### src/rtl/fact_pkg.sv
// Shared types for the factorial engine.
// Holds the FSM state encoding used by fact_engine.
package fact_pkg;

    typedef enum logic [1:0] {
        S_IDLE = 2'd0,
        S_MULT = 2'd1,
        S_DONE = 2'd2
    } state_t;

endpackage

### src/rtl/fact_mul_step.sv
// One combinational multiply step of the factorial loop.
// Ports: acc (WIDTH), cnt (N_WIDTH) in; product (low WIDTH bits)
// and ovf_step (upper N_WIDTH bits of full product nonzero) out.
module fact_mul_step #(
    parameter int WIDTH   = 32,
    parameter int N_WIDTH = 8
) (
    input  logic [WIDTH-1:0]   acc,
    input  logic [N_WIDTH-1:0] cnt,
    output logic [WIDTH-1:0]   product,
    output logic               ovf_step
);

    localparam int FW = WIDTH + N_WIDTH;

    logic [FW-1:0] a_ext;
    logic [FW-1:0] c_ext;
    logic [FW-1:0] full;

    // Widen both operands first so the product is never truncated.
    assign a_ext = {{N_WIDTH{1'b0}}, acc};
    assign c_ext = {{WIDTH{1'b0}}, cnt};
    assign full  = a_ext * c_ext;

    assign product  = full[WIDTH-1:0];
    assign ovf_step = |full[FW-1:WIDTH];

endmodule

### src/rtl/fact_engine.sv
// Iterative n! engine with start/result handshakes.
// Ports: clk1, reset (sync, active-high); start, n, start_ready;
// result, overflow, result_valid, result_ready.
module fact_engine
    import fact_pkg::*;
#(
    parameter int WIDTH    = 32,
    parameter int N_WIDTH  = 8,
    parameter int SATURATE = 0
) (
    input  logic               clk1,
    input  logic               reset,
    input  logic               start,
    input  logic [N_WIDTH-1:0] n,
    output logic               start_ready,
    output logic [WIDTH-1:0]   result,
    output logic               overflow,
    output logic               result_valid,
    input  logic               result_ready
);

    state_t state;
    state_t state_nx;

    logic [WIDTH-1:0]   acc;
    logic [WIDTH-1:0]   acc_nx;
    logic [N_WIDTH-1:0] cnt;
    logic [N_WIDTH-1:0] cnt_nx;
    logic               ovf;
    logic               ovf_nx;

    logic [WIDTH-1:0]   product;
    logic               ovf_step;

    fact_mul_step #(
        .WIDTH   (WIDTH),
        .N_WIDTH (N_WIDTH)
    ) u_step (
        .acc      (acc),
        .cnt      (cnt),
        .product  (product),
        .ovf_step (ovf_step)
    );

    always_ff @(posedge clk1) begin
        if (reset) begin
            state <= S_IDLE;
            acc   <= '0;
            cnt   <= '0;
            ovf   <= 1'b0;
        end else begin
            state <= state_nx;
            acc   <= acc_nx;
            cnt   <= cnt_nx;
            ovf   <= ovf_nx;
        end
    end

    always_comb begin
        state_nx     = state;
        acc_nx       = acc;
        cnt_nx       = cnt;
        ovf_nx       = ovf;
        start_ready  = 1'b0;
        result_valid = 1'b0;
        unique case (state)
            S_IDLE: begin
                start_ready = 1'b1;
                if (start) begin
                    acc_nx   = WIDTH'(1);
                    cnt_nx   = n;
                    ovf_nx   = 1'b0;
                    state_nx = S_MULT;
                end
            end
            S_MULT: begin
                // cnt of 0 or 1 contributes nothing.
                if (cnt <= N_WIDTH'(1)) begin
                    state_nx = S_DONE;
                end else if (SATURATE != 0 && ovf_step) begin
                    acc_nx   = '1;
                    ovf_nx   = 1'b1;
                    state_nx = S_DONE;
                end else begin
                    acc_nx = product;
                    cnt_nx = cnt - N_WIDTH'(1);
                    ovf_nx = ovf | ovf_step;
                end
            end
            S_DONE: begin
                result_valid = 1'b1;
                if (result_ready) begin
                    state_nx = S_IDLE;
                end
            end
            default: begin
                state_nx = S_IDLE;
            end
        endcase
    end

    assign result   = result_valid ? acc : '0;
    assign overflow = result_valid & ovf;

endmodule

### config.mk
export PLATFORM = sky130hd
export DESIGN_NAME = fact_engine
export DESIGN_NICKNAME = d
export VERILOG_FILES = /design/src/rtl/fact_pkg.sv /design/src/rtl/fact_mul_step.sv /design/src/rtl/fact_engine.sv
export SDC_FILE = /design/constraint.sdc
export NUM_CORES = 1
export LEC_CHECK = 0
export ABC_AREA = 1
export CAP_MARGIN = 15
export CORE_UTILIZATION = 60
export DETAILED_ROUTE_END_ITERATION = 8
export PLACE_DENSITY = 0.79
export SETUP_SLACK_MARGIN = 0.02
export SLEW_MARGIN = 20
export SYNTH_ARGS = -nofsm -noshare
export SYNTH_HDL_FRONTEND = slang
export SYNTH_SLANG_ARGS = --single-unit
### constraint.sdc
create_clock -name clk1 -period 5.1 [get_ports clk1]
set_input_delay 1.53 -clock clk1 [delete_from_list [all_inputs] [get_ports clk1]]
set_output_delay 1.53 -clock clk1 [all_outputs]
set_load 0.02 [all_outputs]
==> results of run 1 <==
-- kinds of logic after synthesis --
group	after synthesis	share of synthesized area
AO/OA/AOI/OAI	134	0.0648
XOR/XNOR	10	0.00783
adder cells (fa/ha/maj)	242	0.392
buffers and inverters	599	0.205
flip-flops	43	0.0770
AND/OR/NAND/NOR	697	0.254
-- critical path, delay by kind of cell (launching register included) --
family                   cells  cell delay (ns)
adder cells (fa/ha/maj)      5             2.33
AND/OR/NAND/NOR             14             1.39
flip-flops                   1             0.36
AO/OA/AOI/OAI                1             0.06
buffers and inverters        5             0.46
-- metrics by stage --
step                      cells  utilization
after global routing       1954        0.663
after detailed placement   1946        0.655
after floorplan            1725            -
final                      1954        0.663
after CTS                  1954        0.663
after global placement     1946        0.655
-- state kept, by name, summed over array words and instances (netlist names) --
register,cells
ovf,1
state,2
cnt,8
acc,32
-- area by class of cell --
cell class | instances | share of cell area
repair buffers | 70 | 0.0587
clock inverters | 3 | 0.00198
flip-flops and latches | 43 | 0.0718
clock buffers | 5 | 0.0104
multi-input cells | 1083 | 0.670
well taps | 229 | 0.0239
inverters | 521 | 0.163
-- cell usage after synthesis (6+ instances only) --
cell type	number	area [um^2]
nand2_2	21	131
or2_2	7	43.8
nand2_1	522	1960
inv_1	516	1940
ha_1	62	776
nor2_1	87	327
a21oi_1	80	400
nor2_2	6	37.5
o21ai_0	32	160
dfxtp_1	43	861
buf_1	13	48.8
clkbuf_1	46	173
o21bai_1	7	52.6
fa_1	180	3600
buf_2	15	75.1
nand3_1	27	135
xor2_1	8	70.1
-- power groups by stage --
| stage | Sequential (mW) | Clock [mW] | Combinational (mW) |
|---|---|---|---|
| 6_report | 0.367 | 0.356 | 0.445 |
| 5_1_grt | 0.369 | 0.366 | 0.482 |
| 4_1_cts | 0.367 | 0.356 | 0.436 |
| 3_5_place_dp | 0.375 | 0 | 0.435 |
| 3_3_place_gp | 0.374 | 0 | 0.427 |
| 2_1_floorplan | 0.363 | 0 | 0.292 |
-- routing by layer --
| metal | vias to the layer above | track usage |
|---|---|---|
| met5 | - | 0 |
| met3 | 57 | 0.0423 |
| met2 | 321 | 0.540 |
| met4 | 0 | 0.0946 |
| li1 | 4858 | - |
| met1 | 4686 | 0.428 |
-- worst max path at each step --
stage / slack [ns] / from / cells past startpoint / end
global placement: 0.46 / acc[9] / 23 / acc[31]
finish: 0.36 / cnt[3] / 25 / ovf
global route: 0.06 / cnt[2] / 25 / ovf
detailed placement: 0.42 / cnt[3] / 25 / ovf
floorplan: 0.67 / cnt[2] / 25 / ovf
CTS: 0.39 / cnt[3] / 25 / ovf
==> results.md, run 1 <==
- Hold endpoint: acc[10]
- Sequential Area: 861 um^2
- Largest net degree at the start of global routing: 37
- Crit path required time: 5.30 ns
- Layout fillers: 1629
- Core Area: 0.0181 mm^2
- Logic pwr share: 0.381
- CTS clock-pin slew for the worst setup and hold paths: 0.08 ns
- GRT overflow: 0
- RSZ-0062 raised after global routing: false
- Hold Path Class: reg -> reg
- Crit path DAT: 4.94 ns
- Vias/cell: 5.08
- Synth async-reset ratio: 0
- Met3 wire len: 1870 um
- Met2 WL: 13400 um
- Die ar.: 0.0192 mm^2
- Final period util: 0.929
- Post-Place Cell Area: 0.0118 mm^2
- Max-cap violations: 0
- Reg power frac: 0.314
- Critical path startpoint category: flop
- Number of global-route vias before repair: 10300
- First-pass GRT wire length: 49100 um
- Yosys cell types: 41
- Slew Viols, Final: 0
- Footprint of the multi-input gates: 0.00803 mm^2
- Ys Warns: 0
- Gpl congestion: 0.918
- Resized cells post-CTS: 0
- Routed Antenna Nets: 0
- Number of flops mapped to enable cells by yosys: 0
- Reg-to-reg critical path startpoint: cnt[3]
- FF-to-FF path depth: 25
- Status: finished with violations
- Crit Reg-Reg Endpoint: ovf
- Via count: 9922
- Pint: 0.660 mW
- Fin area: 0.0120 mm^2
- DRT Pass-1 Iters: 7
- Register bit total from synthesis: 43
- Fin. Hold Viols: 0
- Gr usage total: 0.319
- Switching Share: 0.435
- Met1 wire length: 12500 um
- CTS tree: built
- Die width: 139 um
- Most frequent cells in the layout: 522 x nand2_1, 516 x inv_1, 180 x fa_1
- Slew at the pin closest to its max-slew limit: 0.730 ns
- Port buffer count: 46
- Critical path class: reg -> reg
- CTS Buf Count: 5
- Routed WL per cell: 14.5 um
- Leak pwr: 7.81 nW
- CP max FO: 36
- Die H: 139 um
- Worst hold margin: 0.558 ns
- Design Power: 1.17 mW
- Failing checks: design-rule violations
- Rows: 49
- Avg Inst Size Synth: 6.48 um^2
- Buffer count from post-CTS setup fixing: 0
- IO Count: 47
- Synthesized Nets: 1979
- Hold path depth: 2
- P&R area growth vs syn: 7.21%
- Pre-CTS setup slack: 0.421 ns
- PD cells: 97.4 mW/mm^2
- Post-synthesis sequential area ratio: 0.0770
- H-Tree Depth: 2
- Initial antenna violation count: 0
- CTS root buffer: clkbuf_16
- R2R setup slack: 0.36 ns
- Clk buf depth: 2
- Post-synth design cell area: 0.0112 mm^2
- Prevailing post-synth register cell: dfxtp_1
- Synthesized instance count: 1725
- Cell repeated most along the worst path: nand2_1
- Highest metal layer with signal wires: met4
- Post-DP HPWL: 23000 um
- Clock share of power: 0.304
- Critical path's slowest cell: fa_1
- Largest stage delay on the critical path: 0.52 ns
- Final worst slack: 0.361 ns
- Layout cells sized above 1: 0.0475
- Sink Count: 43
- Final setup viols: 0
- Initial core utilization: 0.618
- HP Start: acc[10]
- ANT cells: 0
- Iter 0 DRT Violations: 704
- Peak supply drop: 0.000121 V
- Fin nets: 1978
- Final min period: 4.74 ns
- Commonest non-fill, non-tap cell in the layout: nand2_1
- Post-route setup TNS: 0 ns
- Detailed Route WL: 28400 um
- Max_slew headroom: 0.513
- Crit path capture type: flop
- Worst-Skew Late Latency: 0.31 ns
- Fmax: 211 MHz
- Switch Pwr: 0.509 mW
- Hold Buf Count CTS: 0
- DRC viols: 8
- Worst-case clock skew: 0.00948 ns
Power figures use the tool's default switching activity.
==> run 2, diff against run 1 <==
--- a/config.mk
+++ b/config.mk
@@ -7,9 +7,8 @@
 export LEC_CHECK = 0
 export ABC_AREA = 1
 export CAP_MARGIN = 15
-export CORE_UTILIZATION = 60
+export CORE_UTILIZATION = 40
 export DETAILED_ROUTE_END_ITERATION = 8
-export PLACE_DENSITY = 0.79
 export SETUP_SLACK_MARGIN = 0.02
 export SLEW_MARGIN = 20
 export SYNTH_ARGS = -nofsm -noshare
==> run 2 against run 1 <==
Via count shrank 1.8%. Highest routed layer unchanged. Clock skew grew 0.0041 ns. The flow now finishes without violations. Critical path type unchanged. Largest power group unchanged. Sequential share of layout area shrank 0.083 points. Die area grew 49%. Largest cell class unchanged. Non-clock buffer count shrank 3.
==> results.md, run 2 (synthesis gave the netlist of run 1 again) <==
- Initial core utilization: 0.411 (-0.207)
- Port buffer count: 46 (unchanged)
- Design Power: 1.16 mW (-0.35%)
- First-pass GRT wire length: 48600 um (-1.1%)
- Cell repeated most along the worst path: inv_1
- Final min period: 4.70 ns (-0.0390 ns)
- Largest net degree at the start of global routing: 37 (unchanged)
- Status: completed
- Crit-path cells: nand2_1, inv_1, fa_1, fa_1, fa_1, inv_1, fa_1, inv_1, ha_1, nand2_2, inv_1, nand2_1, nand2_1, inv_1, nand3_1, nand2_1, nand2_2, inv_1, o21bai_1, a21oi_1, o21ai_0, a21oi_1
- Max-cap violations: 0 (unchanged)
- Fin nets: 1975 (-0.15%)
- Critical path startpoint category: flop
- Crit path capture type: flop
- Gr usage total: 0.211 (-0.108)
- CTS clock-pin slew for the worst setup and hold paths: 0.08 ns (about the same)
- Worst path bufs/invs: 6 (+1)
- Fmax: 213 MHz (+0.83%)
- Max_slew headroom: 0.512 (-0.000560)
- Clk buf depth: 2 (unchanged)
- Post-Place Cell Area: 0.0120 mm^2 (+1.3%)
- Die ar.: 0.0286 mm^2 (+49%)
- Die width: 169 um (+22%)
- Routed WL per cell: 13.6 um (-6.7%)
- M3 GR Usage: 0.0245 (-0.0178)
- Pre-CTS setup slack: 0.394 ns (-0.0275 ns)
- Largest registers: acc: 32 flops, cnt: 8 flops, state: 2 flops
- Number of global-route vias before repair: 9823 (-4.7%)
- Worst-case clock skew: 0.0136 ns (+0.00408 ns)
- Fin cells: 2094 (+7.2%)
- M2 GR Usage: 0.364 (-0.176)
- Max reg flops: 32 (unchanged)
- Routing usage on met1: 0.285 (-0.142)
- PD cells: 95.8 mW/mm^2 (-1.6%)
- Fin area: 0.0121 mm^2 (+1.3%)
- Buffer count from post-CTS setup fixing: 0 (unchanged)
- Vias/cell: 4.65 (-8.4%)
- Final setup viols: 0 (unchanged)
- Initial antenna violation count: 0 (unchanged)
- Largest stage delay on the critical path: 0.62 ns (+0.10 ns)
- Slew at the pin closest to its max-slew limit: 0.731 ns (+0.000839 ns)
- Gpl congestion: 0.901 (-1.9%)
- Iter 0 DRT Violations: 540 (-23%)
- DRT Pass-1 Iters: 6 (-1)
- Layout cells sized above 1: 0.0465 (-0.00108)
- Final worst slack: 0.400 ns (+0.0390 ns)
- CTS tree: built
- Peak supply drop: 0.000105 V (-13%)
- Core Area: 0.0272 mm^2 (+50%)
- Post-DP HPWL: 23300 um (+1.3%)
- Critical path's slowest cell: dfxtp_1
- Slew Viols, Final: 0 (unchanged)
- ANT cells: 0 (unchanged)
- Hold Buf Count CTS: 0 (unchanged)
- Placed cell count: 2086 (+7.2%)
- Crit path required time: 5.28 ns (-0.02 ns)
- GRT Max-Usage Layer: met2
- Hold Path Class: reg -> reg
- Routed Antenna Nets: 0 (unchanged)
- Die H: 169 um (+22%)
- CTS Buf Count: 5 (unchanged)
- Critical path class: reg -> reg
- Worst-Skew Late Latency: 0.31 ns (about the same)
- Rows: 60 (+22%)
- CP max FO: 10 (-72%)
- DRC viols: 0 (-8)
- Crit path DAT: 4.88 ns (-0.06 ns)
- Final period util: 0.922 (-0.00765)
- R2R setup slack: 0.40 ns (+0.04 ns)
- Most frequent cells in the layout: 522 x nand2_1, 516 x inv_1, 180 x fa_1
- Sink Count: 43 (unchanged)
- Detailed Route WL: 28400 um (about the same)
- Commonest non-fill, non-tap cell in the layout: nand2_1
- P&R area growth vs syn: 8.62%
- CTS root buffer: clkbuf_16
- Via count: 9743 (-1.8%)
- RSZ-0062 raised after global routing: false
- Worst path top cell family by delay: adder cells
- Post-route setup TNS: 0 ns (unchanged)
- GRT overflow: 0 (unchanged)
- Leak pwr: 7.79 nW (-0.22%)
- H-Tree Depth: 2 (unchanged)
- Fin. Hold Viols: 0 (unchanged)
- IO Count: 47 (unchanged)
- Layout fillers: 2909 (+79%)
- Biggest register: acc
[run 2: cell count changes in the layout (fill, tap and decap cells not counted), sizes merged]
cell,delta
buf,-3
[run 2: metrics by stage]
| step | hold slack, ns | util |
|---|---|---|
| 6_report | 0.547 | 0.447 |
| 5_1_grt | 0.564 | 0.447 |
| 4_1_cts | 0.549 | 0.447 |
| 3_5_place_dp | 0.537 | 0.441 |
| 3_3_place_gp | 0.534 | 0.441 |
| 2_1_floorplan | 0.443 | - |
[run 2: path summary, 6_finish.rpt]
| check | start | to | cells after the start |
|---|---|---|---|
| max reg2reg | acc[6] | acc[28] | 22 |
| max | acc[6] | acc[28] | 22 |
| min reg2reg | ovf | ovf | 2 |
| min | ovf | ovf | 2 |
[run 2: cell type report]
class | instances | area (um^2) | area share
Multi-Input combinational cell | 1083 | 8030 | 0.661
Inverter | 521 | 1960 | 0.161
Sequential cell | 43 | 862 | 0.0710
Timing Repair Buffer | 67 | 681 | 0.0560
Tap cell | 372 | 465 | 0.0383
Clock buffer | 5 | 125 | 0.0103
Clock inverter | 3 | 23.8 | 0.00196
[run 2: repair_timing]
action	in CTS	in global routing
hold endpoints to repair	0	0
resized for setup	0	1
endpoints found under the setup margin	0	1
[run 2: per-layer routing]
| layer | vias up | share of wire | wire, um |
|---|---|---|---|
| met3 | 29 | 0.047 | 1350 |
| met5 | - | 0 | 0 |
| met2 | 225 | 0.48 | 13600 |
| met4 | 0 | 0.014 | 391 |
| li1 | 4846 | - | - |
| met1 | 4643 | 0.46 | 13100 |
[run 2: where the power goes]
part           internal (mW)  total, mW  switching [mW]  leakage [nW]
clock network          0.184      0.350           0.166        0.0664
registers              0.353      0.387          0.0337         0.349
logic                  0.124      0.428           0.304          7.38
[run 2: worst min-delay path, cell delays in order (launching register included)]
cell,delay [ns]
dfxtp_1,0.30
inv_1,0.13
a21oi_2,0.07
